File: src/rtl/param_def.sv
// param_def: shared constants and state encoding for the frame encoder
package param_def;
    localparam int FRAME_W = 276;
    localparam int CAP2 = FRAME_W / 2;
    localparam int CAP3 = FRAME_W / 3;
    localparam logic CODE_RATE_2 = 1'b0;
    localparam logic CODE_RATE_3 = 1'b1;
    typedef enum logic [1:0] {IDLE, FILL, FLUSH, HOLD} state_t;
endpackage

File: src/rtl/conv_enc_core.sv
// conv_enc_core: K=3 convolutional encoder state with g=7/5/3 code outputs
module conv_enc_core (
    input  logic clk,
    input  logic rst,
    input  logic i_en,
    input  logic i_clr,
    input  logic i_b,
    output logic o_c0,
    output logic o_c1,
    output logic o_c2
);
    logic r_s1, r_s0;
    // shift the newest bit in; clear wins so a new stream starts from the zero state
    always_ff @(posedge clk or posedge rst) begin
        if (rst) begin
            r_s1 <= 1'b0;
            r_s0 <= 1'b0;
        end else if (i_clr) begin
            r_s1 <= 1'b0;
            r_s0 <= 1'b0;
        end else if (i_en) begin
            r_s1 <= i_b;
            r_s0 <= r_s1;
        end
    end
    assign o_c0 = i_b ^ r_s1 ^ r_s0;
    assign o_c1 = i_b ^ r_s0;
    assign o_c2 = i_b ^ r_s1;
endmodule

File: src/rtl/frame_encoder.sv
// frame_encoder: convolutionally encodes a bit stream plus tail and packs symbols MSB-first into frames
module frame_encoder
    import param_def::*;
(
    input  logic               clk,
    input  logic               rst,
    input  logic               i_code_rate,
    input  logic               i_bit,
    input  logic               i_valid,
    input  logic               i_last,
    output logic               o_ready,
    output logic [FRAME_W-1:0] o_data_frame,
    output logic               o_frame_valid,
    input  logic               i_frame_ready,
    output logic [8:0]         o_frame_bits,
    output logic               o_last_frame
);
    state_t r_state, w_next;
    logic r_up, r_rate, r_final, w_final, w_clr;
    logic [7:0] r_cnt;
    logic [1:0] r_tail, w_tail;
    logic [FRAME_W-1:0] r_frame, w_ins;
    logic [8:0] w_bits;
    logic w_accept, w_flush, w_write, w_take, w_rate, w_full, w_b, w_c0, w_c1, w_c2;

    assign o_ready = r_up && (r_state == IDLE || r_state == FILL);
    assign w_accept = o_ready && i_valid;
    assign w_flush = r_state == FLUSH;
    assign w_write = w_accept || w_flush;
    assign w_take = r_state == HOLD && i_frame_ready;
    assign w_rate = (r_state == IDLE) ? i_code_rate : r_rate;
    assign w_b = i_bit && !w_flush;
    assign w_full = r_cnt == 8'((w_rate == CODE_RATE_2 ? CAP2 : CAP3) - 1);
    assign w_bits = (r_rate == CODE_RATE_3) ? {1'b0, r_cnt} * 9'd3 : {r_cnt, 1'b0};
    assign w_ins = {w_c0, w_c1, w_c2 & (w_rate == CODE_RATE_3), {(FRAME_W-3){1'b0}}} >> w_bits;
    assign o_data_frame = r_frame;
    assign o_frame_valid = r_state == HOLD;
    assign o_frame_bits = w_bits;
    assign o_last_frame = r_final && r_state == HOLD;

    conv_enc_core u_core (
        .clk   (clk),
        .rst   (rst),
        .i_en  (w_write),
        .i_clr (w_clr),
        .i_b   (w_b),
        .o_c0  (w_c0),
        .o_c1  (w_c1),
        .o_c2  (w_c2)
    );

    // next state: a full frame always parks in HOLD, even mid-tail
    always_comb begin
        w_next = r_state;
        w_tail = r_tail;
        w_final = r_final;
        w_clr = 1'b0;
        case (r_state)
            IDLE, FILL: if (w_accept) begin
                w_tail = i_last ? 2'd2 : r_tail;
                w_next = w_full ? HOLD : (i_last ? FLUSH : FILL);
            end
            FLUSH: begin
                w_tail = r_tail - 2'd1;
                w_final = r_tail == 2'd1;
                w_next = (r_tail == 2'd1 || w_full) ? HOLD : FLUSH;
            end
            default: if (i_frame_ready) begin
                w_next = (r_tail != 2'd0) ? FLUSH : (r_final ? IDLE : FILL);
                w_final = 1'b0;
                w_clr = r_final;
            end
        endcase
    end

    // state, symbol count, tail count, rate latch and frame insert register
    always_ff @(posedge clk or posedge rst) begin
        if (rst) begin
            r_up <= 1'b0;
            r_state <= IDLE;
            r_tail <= 2'd0;
            r_final <= 1'b0;
            r_rate <= CODE_RATE_2;
            r_cnt <= 8'd0;
            r_frame <= '0;
        end else begin
            r_up <= 1'b1;
            r_state <= w_next;
            r_tail <= w_tail;
            r_final <= w_final;
            r_rate <= (r_state == IDLE && w_accept) ? i_code_rate : r_rate;
            r_cnt <= w_take ? 8'd0 : r_cnt + 8'(w_write);
            r_frame <= w_take ? '0 : (w_write ? r_frame | w_ins : r_frame);
        end
    end
endmodule

File: config.mk
export PLATFORM = sky130hd
export DESIGN_NAME = frame_encoder
export DESIGN_NICKNAME = d
export VERILOG_FILES = /design/src/rtl/param_def.sv /design/src/rtl/conv_enc_core.sv /design/src/rtl/frame_encoder.sv
export SDC_FILE = /design/constraint.sdc
export NUM_CORES = 1
export LEC_CHECK = 0
export ABC_CLOCK_PERIOD_IN_PS = 8100
export CAP_MARGIN = 20
export CORE_MARGIN = 1.5
export CORE_UTILIZATION = 46
export CTS_BUF_LIST = sky130_fd_sc_hd__clkbuf_2
export DETAILED_ROUTE_END_ITERATION = 16
export GPL_TIMING_DRIVEN = 0
export PLACE_DENSITY = 0.85
export RECOVER_POWER = 25
export SLEW_MARGIN = 15
export SYNTH_ARGS = -nofsm -noshare
export SYNTH_HDL_FRONTEND = slang
export SYNTH_SLANG_ARGS = --single-unit
File: constraint.sdc
create_clock -name clk -period 8.1 [get_ports clk]
set_input_delay 0.81 -clock clk [delete_from_list [all_inputs] [get_ports clk]]
set_output_delay 0.81 -clock clk [all_outputs]
set_load 0.05 [all_outputs]
==> qor.csv, run 1 <==
metric,value,unit
run status,"complete, but fails checks",
violations in the final reports,"capacitance limit, slew limit",
"Worst Setup Slack, final",3.466,ns
mean number of vias per cell,5.729,
combinational group share of total power,38.5,%
top-count cell post-synth,sky130_fd_sc_hd__dfrtp_1,
worst hold-check slack,0.4392,ns
final setup TNS,0,ns
"number of standard cells in the layout, taps in and fillers out",1918,
sequential group share of total power,38.8,%
Clock Tree Root,sky130_fd_sc_hd__clkbuf_2,
initial core utilization,46.63,%
worst slew pin tran,2.058,ns
minimum setup slack among reg-to-reg paths,4.33,ns
number of synthesized flops with an enable pin,0,
number of DRC violations after detailed routing,0,
library cell with the largest summed area after synthesis,sky130_fd_sc_hd__dfrtp_1,
Placement Rows,59,
clock-pin transition on the worst setup and hold timing paths,0.11,ns
area enclosed by the die boundary,27250,um2
Final min period,4.634,ns
post-synthesis mux area share,0.8698,%
"Seq/Total Area, Yosys",60.68,%
Internal Dissipation,2.282,mW
WL final,41.84,mm
post-CTS setup buffer count,0,
Clock Skew,0.1042,ns
Final Setup Violations,0,
clock tree from TritonCTS,done,
required time at the worst-slack endpoint,7.29,ns
Detailed Routing Iterations Pass 1,6,
final period utilization,57.21,%
Compound-Gate Fraction of Synth Area,18.46,%
multi-input gate area in the final layout,4388,um2
Final Wtd Congestion,0.8983,
Synth Register Bits,293,
mean instance size in the synthesized netlist,10.45,um2
worst-path maximum fanout,10,
Global Route Usage Sum,30.95,%
Setup crit end kind,output port,
"buffers from clock root to sink, at most",3,
filler cell count in the final layout,2068,
Synth cell types,72,
relative slew slack,-37.18,%
net count after synthesis,1176,
"Net count, final",1556,
unrepaired setup endpoints after global routing,false,
top-area cell type share of the netlist area,60.68,%
Final Hold Vio Count,0,
xor/xnor share of the synthesized area,0.5074,%
count of antenna-violating nets left after detailed routing,0,
number of synthesis warnings,0,
overall die height,165.1,um
share of cells above drive strength 1,10.68,%
insertion delay to the later sink of the worst-skew pair,0.90,ns
CP arrival,3.82,ns
"Primary FF master, synth",sky130_fd_sc_hd__dfrtp_1,
ranking of synthesized cells by area,"sky130_fd_sc_hd__dfrtp_1 (61%), sky130_fd_sc_hd__nand2_1 (6.6%), sky130_fd_sc_hd__o21ai_0 (4.9%)",
share of async-settable or async-resettable flops after synthesis,100.0,%
wire length of the first global-routing pass,62.94,mm
Via Count,10990,
I/O pin cnt,295,
final number of max-transition violations,224,
maximum number of pins on one net before global-route repair,40,
post-synthesis simple-gate area fraction,15.04,%
initial antenna violation count,1,
max frequency,215.8,MHz
area taken by flip-flops and latches,7332,um2
count of routing violations after the opening detailed-route iteration,1011,
number of instances in the placed design,1794,
depth of the CTS H-tree,3,
crit start category,register,
Syn Inst Count,1156,
leakage power,7.217,nW
area overhead of the layout relative to synthesis,33.38,%
sinks on the clock net,293,
ranking of synthesized cells by instance count,"sky130_fd_sc_hd__dfrtp_1 (293), sky130_fd_sc_hd__nand2_1 (214), sky130_fd_sc_hd__o21ai_0 (118)",
critical path type,reg -> out,
detailed placer's ending HPWL,30.41,mm
Synth Cell Area,12080,um2
power per standard cell area,259.5,nW/um2
Max-cap violations,6,
main combinational cell family by area after synthesis,compound AO/OA/AOI/OAI gates,
Die W,165.1,um
wire per inst,21.81,um
PostCTS Resize Cnt,0,
GRT overflow,0,
power spent charging and discharging nets,1.901,mW
Post-CTS Hold Buffers,0,
sw frac,45.45,%
TritonCTS buffer count,74,
number of input and output port buffers inserted,293,
synthesized-area fraction occupied by adder cells,1.408,%
core region area,25910,um2
worst IR drop on VDD,0.1999,mV
number of global-route vias before repair,10880,
setup slack at placement,4.237,ns
Worst Hold Class,in -> reg,
Clock power frac,22.7,%
-- area by class of cell --
| cell class | instances | share of cell area (%) |
|---|---|---|
| Multi-Input combinational cell | 778 | 27.23 |
| Inverter | 19 | 0.4658 |
| Antenna cell | 1 | 0.01553 |
| Sequential cell | 293 | 45.50 |
| Clock buffer | 103 | 3.199 |
| Tap cell | 335 | 2.601 |
| Timing Repair Buffer | 304 | 18.61 |
| Clock inverter | 19 | 0.5901 |
| Buffer | 66 | 1.793 |
-- worst max-delay path: stages, from the launching register on --
cell	delay, ns
sky130_fd_sc_hd__dfrtp_1	0.46
sky130_fd_sc_hd__ha_1	0.30
sky130_fd_sc_hd__clkbuf_1	0.34
sky130_fd_sc_hd__a311oi_1	0.21
sky130_fd_sc_hd__or4_1	0.59
sky130_fd_sc_hd__nand3_1	0.23
sky130_fd_sc_hd__clkdlybuf4s50_1	0.85
-- through the flow --
step / instance area, um2 / util [%] / total power [mW]
floorplan: 12090 / - / 2.650
global placement: 15440 / 59.58 / 3.193
detailed placement: 15610 / 60.26 / 3.241
CTS: 16220 / 62.62 / 4.183
global route: 16120 / 62.20 / 4.381
finish: 16120 / 62.20 / 4.182
-- path summary, 6_finish.rpt --
| kind | start | end | cells after the start |
|---|---|---|---|
| worst max register to register | r_cnt[1] | o_data_frame[232] | 7 |
| worst min-delay path | i_bit | u_core.r_s1 | 3 |
| worst max-delay path | r_cnt[3] | o_frame_bits[8] | 6 |
| max in group asynchronous | rst | o_data_frame[235] | 4 |
| worst min register to register | o_data_frame[17] | o_data_frame[17] | 2 |
| min in group asynchronous | rst | o_data_frame[41] | 2 |
-- logic make-up (layout without fill, tap and decap cells) --
| logic type | after synthesis | after routing |
|---|---|---|
| AO/OA/AOI/OAI | 347 | 347 |
| XOR/XNOR | 7 | 7 |
| flip-flops | 293 | 293 |
| AND/OR/NAND/NOR | 400 | 400 |
| multiplexers | 10 | 10 |
| buffers and inverters | 85 | 511 |
| adder cells (fa/ha/maj) | 13 | 13 |
| other | 1 | 2 |
-- power groups by stage --
stage / clock network (mW) / logic [mW] / registers, mW
after detailed placement: 0 / 1.59 / 1.65
after floorplan: 0 / 0.817 / 1.83
final: 0.948 / 1.61 / 1.62
after global routing: 1.04 / 1.71 / 1.63
after global placement: 0 / 1.54 / 1.65
after CTS: 0.964 / 1.60 / 1.62
-- flip-flops by register name (all words and copies together) (netlist names), 2 cells and up --
register / cells
o_data_frame: 276
r_cnt: 8
r_state: 2
r_tail: 2
-- metal layers --
metal  up-vias  global-route usage (%)  routed length [um]
li1       4866                       -                   -
met1      5426                   38.05               16020
met2       594                   51.20               20170
met3       103                   8.841                4265
met4         0                   12.94                1381
met5         -                       0                   0
-- layout by cell type, fill, tap and decap left out, types with 4 or more instances in the layout --
| cell | instances |
|---|---|
| sky130_fd_sc_hd__o221ai_1 | 4 |
| sky130_fd_sc_hd__clkbuf_2 | 104 |
| sky130_fd_sc_hd__a21oi_1 | 57 |
| sky130_fd_sc_hd__nor2_4 | 5 |
| sky130_fd_sc_hd__nand4b_1 | 4 |
| sky130_fd_sc_hd__clkdlybuf4s50_1 | 292 |
| sky130_fd_sc_hd__mux2_2 | 4 |
| sky130_fd_sc_hd__nor3_1 | 5 |
| sky130_fd_sc_hd__buf_2 | 9 |
| sky130_fd_sc_hd__and2_1 | 5 |
| sky130_fd_sc_hd__nand2b_1 | 13 |
| sky130_fd_sc_hd__o21ai_0 | 117 |
| sky130_fd_sc_hd__buf_4 | 6 |
| sky130_fd_sc_hd__inv_2 | 5 |
| sky130_fd_sc_hd__nand4_1 | 4 |
| sky130_fd_sc_hd__a211oi_1 | 5 |
| sky130_fd_sc_hd__clkinv_1 | 12 |
| sky130_fd_sc_hd__nor2b_1 | 11 |
| sky130_fd_sc_hd__inv_1 | 13 |
| sky130_fd_sc_hd__o22ai_1 | 6 |
| sky130_fd_sc_hd__xor2_1 | 5 |
| sky130_fd_sc_hd__nand3_1 | 20 |
| sky130_fd_sc_hd__dfrtp_1 | 293 |
| sky130_fd_sc_hd__o21ai_1 | 38 |
| sky130_fd_sc_hd__a211o_1 | 5 |
| sky130_fd_sc_hd__nand2_1 | 214 |
| sky130_fd_sc_hd__a32o_1 | 12 |
| sky130_fd_sc_hd__nor2_1 | 87 |
| sky130_fd_sc_hd__ha_1 | 12 |
| sky130_fd_sc_hd__o21ai_2 | 10 |
| sky130_fd_sc_hd__clkbuf_1 | 57 |
| sky130_fd_sc_hd__and3_1 | 4 |
| sky130_fd_sc_hd__a31oi_1 | 14 |
| sky130_fd_sc_hd__mux2i_1 | 6 |
| sky130_fd_sc_hd__a22o_1 | 58 |
Note: power is estimated with default switching activity, not from simulation.
==> inputs of run 2 (changes only) <==
--- a/config.mk
+++ b/config.mk
@@ -5,7 +5,7 @@
 export SDC_FILE = /design/constraint.sdc
 export NUM_CORES = 1
 export LEC_CHECK = 0
-export ABC_CLOCK_PERIOD_IN_PS = 8100
+export ABC_CLOCK_PERIOD_IN_PS = 3860
 export CAP_MARGIN = 20
 export CORE_MARGIN = 1.5
 export CORE_UTILIZATION = 46
==> constraint.sdc (replaced) <==
create_clock -name clk -period 3.86 [get_ports clk]
set_input_delay 0.386 -clock clk [delete_from_list [all_inputs] [get_ports clk]]
set_output_delay 0.386 -clock clk [all_outputs]
set_load 0.05 [all_outputs]
==> run 2 against run 1 <==
  * The run still ends with capacitance limit, slew limit left
  * Power rose by 110%
  * Clock power increased by 110%
  * Die area is the same
  * Non-clock buffer count rose by 4
  * Setup slack got worse by 3.3 ns
  * Worst hold slack worse by 0.23 ns
  * Design area increased by 0.66%
  * Critical path depth increased by 2
  * Sequential power is 110% higher
  * Flip-flop and latch count stayed put
  * Global-route usage about the same
  * Largest power group unchanged
==> qor.csv, run 2 (synthesis results as in run 1) <==
metric,value,unit,change
core region area,25910,um2,unchanged
Final Hold Vio Count,0,,unchanged
hold path startpoint,i_code_rate,,was i_bit
worst setup path startpoint,r_cnt[1],,was r_cnt[3]
Final Setup Violations,0,,unchanged
Max-cap violations,3,,was 6
Global Route Usage Sum,31.00,%,was 30.95%
clock tree from TritonCTS,done,,unchanged
relative slew slack,-33.96,%,was -37.18%
filler cell count in the final layout,2065,,was 2068
area overhead of the layout relative to synthesis,34.25,%,was 33.38%
run status,"complete, but fails checks",,unchanged
final setup TNS,0,ns,unchanged
wire length on met2,20.21,mm,was 20.17 mm
"buffers from clock root to sink, at most",3,,unchanged
crit start category,register,,unchanged
max frequency,271.0,MHz,
count of antenna-violating nets left after detailed routing,0,,unchanged
Final min period,3.691,ns,
Die W,165.1,um,unchanged
clock-pin transition on the worst setup and hold timing paths,0.10,ns,was 0.11 ns
"most common cell after layout, fill and taps aside",sky130_fd_sc_hd__dfrtp_1,,unchanged
Worst Hold Class,in -> reg,,unchanged
"flip-flop count of the largest register, all copies and words added",276,,unchanged
Via Count,11030,,was 10990
violations in the final reports,"capacitance limit, slew limit",,unchanged
TritonCTS buffer count,74,,unchanged
reg-to-reg critical path startpoint,r_cnt[1],,unchanged
leakage power,7.297,nW,was 7.217 nW
count of routing violations after the opening detailed-route iteration,1028,,was 1011
power per standard cell area,540.9,nW/um2,was 259.5 nW/um2
initial antenna violation count,1,,unchanged
critical path type,reg -> out,,unchanged
number of global-route vias before repair,10890,,was 10880
final period utilization,95.61,%,
final number of max-transition violations,97,,was 224
worst-path maximum fanout,9,,was 10
required time at the worst-slack endpoint,3.47,ns,was 7.29 ns
detailed placer's ending HPWL,30.41,mm,unchanged
met1 wire length,16.34,mm,was 16.02 mm
Final Wtd Congestion,0.8983,,unchanged
Routed met3 length,3.911,mm,was 4.265 mm
overall die height,165.1,um,unchanged
share of cells above drive strength 1,11.66,%,was 10.68%
GRT overflow,0,,unchanged
WL final,41.81,mm,was 41.84 mm
maximum number of pins on one net before global-route repair,40,,unchanged
Clock Skew,0.1080,ns,was 0.1042 ns
"top library cells by usage in the layout, fill and taps aside","sky130_fd_sc_hd__dfrtp_1 (293), sky130_fd_sc_hd__clkdlybuf4s50_1 (284), sky130_fd_sc_hd__nand2_1 (214)",,"was sky130_fd_sc_hd__dfrtp_1 (293), sky130_fd_sc_hd__clkdlybuf4s50_1 (292), sky130_fd_sc_hd__nand2_1 (214)"
depth of the CTS H-tree,3,,unchanged
Placement Rows,59,,unchanged
multi-input gate area in the final layout,4403,um2,was 4388 um2
number of DRC violations after detailed routing,0,,unchanged
worst slew pin tran,2.009,ns,was 2.058 ns
insertion delay to the later sink of the worst-skew pair,0.88,ns,was 0.90 ns
worst hold-check slack,0.2054,ns,was 0.4392 ns
unrepaired setup endpoints after global routing,false,,unchanged
initial core utilization,46.63,%,unchanged
I/O pin cnt,295,,unchanged
area enclosed by the die boundary,27250,um2,unchanged
highest metal used,met4,,unchanged
area taken by flip-flops and latches,7332,um2,unchanged
sinks on the clock net,293,,unchanged
mean number of vias per cell,5.737,,was 5.729
wire per inst,21.76,um,was 21.81 um
Clock Tree Root,sky130_fd_sc_hd__clkbuf_2,,unchanged
worst IR drop on VDD,0.4144,mV,was 0.1999 mV
"Net count, final",1560,,was 1556
final standard cell utilization of the core,62.61,%,was 62.20%
number of input and output port buffers inserted,293,,unchanged
Detailed Routing Iterations Pass 1,5,,was 6
CP arrival,3.30,ns,was 3.82 ns
wire length of the first global-routing pass,63.00,mm,was 62.94 mm
Setup crit end kind,output port,,unchanged
[run 2: power breakdown]
| part | internal, mW | total [mW] | leakage [nW] | switching, mW |
|---|---|---|---|---|
| registers | 3.25 | 3.41 | 4.06 | 0.162 |
| logic | 0.818 | 3.39 | 2.76 | 2.57 |
| clock network | 0.724 | 1.98 | 0.469 | 1.25 |
[run 2: repair_timing]
| item | in CTS | in global routing |
|---|---|---|
| endpoints found under the hold margin | 14 | 0 |
| setup endpoints to repair | 7 | 8 |
| hold buffers | 2 | 0 |
| cloned | 0 | 0 |
| gates resized for setup | 12 | 13 |
| pin swaps | 0 | 1 |
| buffers inserted | 0 | 3 |
[run 2: stage by stage]
stage | cell area, um2 | setup slack (ns) | instances | power, mW
floorplan | 12090 | -0.4151 | 1156 | 5.560
global placement | 15440 | -2.308 | 1784 | 6.701
detailed placement | 15610 | 0.2416 | 1794 | 6.801
CTS | 16240 | 0.003979 | 1918 | 8.763
global route | 16220 | 0.01658 | 1922 | 9.206
finish | 16220 | 0.1693 | 1922 | 8.774
[run 2: routing by layer]
layer,vias to the layer above,GRT usage (%)
met4,0,12.78
met5,-,0
li1,4861,-
met3,107,8.791
met2,569,51.43
met1,5490,38.08
[run 2: layout make-up]
type / instances / area share, %
Antenna cell: 1 / 0.01543
Buffer: 65 / 1.759
Clock buffer: 103 / 3.178
Clock inverter: 19 / 0.5862
Inverter: 19 / 0.4628
Multi-Input combinational cell: 778 / 27.14
Sequential cell: 293 / 45.20
Tap cell: 335 / 2.584
Timing Repair Buffer: 309 / 19.07
[run 2: final timing paths]
kind	to	slack, ns	cells past startpoint
worst max-delay path	o_frame_bits[5]	0.17	8
min in group asynchronous	o_data_frame[45]	0.85	3
worst max register to register	o_data_frame[230]	0.28	9
worst min-delay path	r_rate	0.21	3
max in group asynchronous	o_data_frame[201]	0.59	4
worst min register to register	o_data_frame[17]	0.48	2
[run 2: worst max-delay path: stages, from the launching register on]
cell,delay [ns]
sky130_fd_sc_hd__dfrtp_1,0.52
sky130_fd_sc_hd__ha_1,0.31
sky130_fd_sc_hd__fa_1,0.40
sky130_fd_sc_hd__nand2b_1,0.21
sky130_fd_sc_hd__nor3b_2,0.28
sky130_fd_sc_hd__a211oi_4,0.06
sky130_fd_sc_hd__buf_4,0.17
sky130_fd_sc_hd__inv_4,0.13
sky130_fd_sc_hd__clkdlybuf4s15_2,0.40
==> inputs of run 3 (changes only) <==
--- a/config.mk
+++ b/config.mk
@@ -6,13 +6,15 @@
 export NUM_CORES = 1
 export LEC_CHECK = 0
 export ABC_CLOCK_PERIOD_IN_PS = 3860
-export CAP_MARGIN = 20
+export CELL_PAD_IN_SITES_DETAIL_PLACEMENT = 1
+export CELL_PAD_IN_SITES_GLOBAL_PLACEMENT = 1
+export CORE_ASPECT_RATIO = 0.8
 export CORE_MARGIN = 1.5
-export CORE_UTILIZATION = 46
+export CORE_UTILIZATION = 36
 export CTS_BUF_LIST = sky130_fd_sc_hd__clkbuf_2
 export DETAILED_ROUTE_END_ITERATION = 16
 export GPL_TIMING_DRIVEN = 0
-export PLACE_DENSITY = 0.85
+export PLACE_DENSITY = 0.86
 export RECOVER_POWER = 25
 export SLEW_MARGIN = 15
 export SYNTH_ARGS = -nofsm -noshare
==> run 3 against run 2 <==
  * The flow finishes with violations (DRC, capacitance limit, slew limit)
  * Critical path depth is 1 higher
  * Sequential power barely moved
  * Global-route usage down 3.5 points
  * Utilization down 13 points
  * Largest power group is now combinational cells
  * Final cell count grew 4.3%
  * Via count grew 0.41%
  * Clock power up 5%
  * Routed wire length up 13%
==> qor.csv, run 3 (synthesis results as in run 1) <==
metric,value,unit,change
Setup crit end kind,output port,,unchanged
violations in the final reports,"DRC, capacitance limit, slew limit",,"was capacitance limit, slew limit"
overall die height,166.9,um,was 165.1 um
"flip-flop count of the largest register, all copies and words added",276,,unchanged
core region area,32780,um2,was 25910 um2
worst hold-check slack,0.2122,ns,was 0.2054 ns
Die W,207.8,um,was 165.1 um
met1 wire length,20.44,mm,was 16.34 mm
Clock Skew,0.1181,ns,was 0.1080 ns
clock-pin transition on the worst setup and hold timing paths,0.09,ns,was 0.10 ns
Final Wtd Congestion,0.8442,,was 0.8983
count of antenna-violating nets left after detailed routing,0,,unchanged
multi-input gate area in the final layout,4412,um2,was 4403 um2
insertion delay to the later sink of the worst-skew pair,0.94,ns,was 0.88 ns
final period utilization,95.03,%,was 95.61%
I/O pin cnt,295,,unchanged
required time at the worst-slack endpoint,3.47,ns,about the same
number of DRC violations after detailed routing,1,,was 0
worst IR drop on VDD,0.3721,mV,was 0.4144 mV
CP arrival,3.28,ns,was 3.30 ns
detailed placer's ending HPWL,34.83,mm,was 30.41 mm
largest stage delay on the critical path,0.51,ns,was 0.52 ns
worst slew pin tran,2.059,ns,was 2.009 ns
mean number of vias per cell,5.522,,was 5.737
highest metal used,met4,,unchanged
max frequency,272.6,MHz,was 271.0 MHz
wire length of the first global-routing pass,72.81,mm,was 63.00 mm
area overhead of the layout relative to synthesis,35.06,%,was 34.25%
Global Route Usage Sum,27.50,%,was 31.00%
TritonCTS buffer count,76,,was 74
count of routing violations after the opening detailed-route iteration,707,,was 1028
sinks on the clock net,293,,unchanged
WL final,47.45,mm,was 41.81 mm
relative slew slack,-37.27,%,was -33.96%
"buffers from clock root to sink, at most",3,,unchanged
Clock Tree Root,sky130_fd_sc_hd__clkbuf_2,,unchanged
maximum number of pins on one net before global-route repair,37,,was 40
Final Hold Vio Count,0,,unchanged
filler cell count in the final layout,3761,,was 2065
Detailed Routing Iterations Pass 1,11,,was 5
"top library cells by usage in the layout, fill and taps aside","sky130_fd_sc_hd__dfrtp_1 (293), sky130_fd_sc_hd__clkdlybuf4s50_1 (284), sky130_fd_sc_hd__nand2_1 (214)",,unchanged
wire per inst,23.67,um,was 21.76 um
wire length on met2,22.13,mm,was 20.21 mm
crit start category,register,,unchanged
initial core utilization,36.86,%,was 46.63%
"Worst Setup Slack, final",0.1920,ns,was 0.1693 ns
area taken by flip-flops and latches,7332,um2,unchanged
slowest library cell on the worst path,sky130_fd_sc_hd__dfrtp_1,,unchanged
leakage power,7.293,nW,was 7.297 nW
unrepaired setup endpoints after global routing,false,,unchanged
number of global-route vias before repair,11940,,was 10890
"Net count, final",1558,,was 1560
Final min period,3.668,ns,was 3.691 ns
Routed met3 length,2.911,mm,was 3.911 mm
Max-cap violations,2,,was 3
clock tree from TritonCTS,done,,unchanged
Placement Rows,59,,unchanged
final number of max-transition violations,67,,was 97
area enclosed by the die boundary,34680,um2,was 27250 um2
Final Setup Violations,0,,unchanged
worst-path maximum fanout,10,,was 9
setup slack at placement,0.01490,ns,was 0.2416 ns
"most common cell after layout, fill and taps aside",sky130_fd_sc_hd__dfrtp_1,,unchanged
power per standard cell area,547.7,nW/um2,was 540.9 nW/um2
"Cell Chain, Critical Path","ha_1, buf_2, a211o_1, a31oi_1, and3b_1, buf_2, inv_2, buf_4, clkdlybuf4s15_2",,"was ha_1, fa_1, nand2b_1, nor3b_2, a211oi_4, buf_4, inv_4, clkdlybuf4s15_2"
Worst Hold Class,in -> reg,,unchanged
share of cells above drive strength 1,11.56,%,was 11.66%
Via Count,11070,,was 11030
GRT overflow,0,,unchanged
run status,"complete, but fails checks",,unchanged
number of input and output port buffers inserted,293,,unchanged
initial antenna violation count,1,,unchanged
depth of the CTS H-tree,3,,unchanged
critical path type,reg -> out,,unchanged
"most used cell, CP",sky130_fd_sc_hd__buf_2,,
run 3: final cells by class:
type / instances / share of cell area, %
flip-flops and latches: 293 / 44.93
multi-input cells: 778 / 27.03
repair buffers: 305 / 18.83
well taps: 427 / 3.274
clock buffers: 103 / 3.159
plain buffers: 65 / 1.748
clock inverters: 12 / 0.5214
inverters: 19 / 0.4600
diodes: 3 / 0.04600
run 3: critical path, delay by kind of cell, from the launching register on:
kind	cells	cell delay [ns]
flip-flops	1	0.51
adder cells (fa/ha/maj)	1	0.26
AND/OR/NAND/NOR	1	0.19
buffers and inverters	5	1.02
AO/OA/AOI/OAI	2	0.45
run 3: repair_timing:
action,4_1_cts,5_1_grt
hold buffers,2,0
pin swaps,1,0
gates resized for setup,18,11
buffers inserted,2,0
endpoints found under the setup margin,7,6
hold endpoints to repair,27,0
run 3: stage by stage:
stage	std cells	instance area, um2	setup TNS [ns]	utilization [%]	total power, mW
after detailed placement	1884	15710	0	47.94	6.869
after floorplan	1156	12090	-121.64	-	5.560
after CTS	2002	16360	-0.01241	49.90	8.963
after global routing	2005	16320	0	49.79	9.384
final	2005	16320	0	49.79	8.938
after global placement	1876	15550	-698.14	47.45	6.732
run 3: layer usage:
layer	up-vias	global-route usage, %
met2	429	43.87
met1	5678	36.05
met3	124	5.657
met4	0	12.95
met5	-	0
li1	4841	-
run 3: final timing paths:
check	from	to	slack, ns	cells past startpoint
max reg2reg	r_cnt[1]	o_data_frame[160]	0.20	7
min reg2reg	o_data_frame[96]	o_data_frame[96]	0.49	2
min in group asynchronous	rst	o_data_frame[206]	0.75	3
max	r_cnt[2]	o_frame_bits[6]	0.19	9
max in group asynchronous	rst	o_data_frame[154]	0.51	6
min	i_valid	r_state[0]	0.21	3
run 3: where the power goes:
part | total [mW] | internal, mW | switching [mW] | leakage, nW
Clock | 2.08 | 0.772 | 1.31 | 0.464
Combinational | 3.45 | 0.807 | 2.65 | 2.76
Sequential | 3.40 | 3.25 | 0.157 | 4.06
Total | 8.94 | 4.83 | 4.11 | 7.29
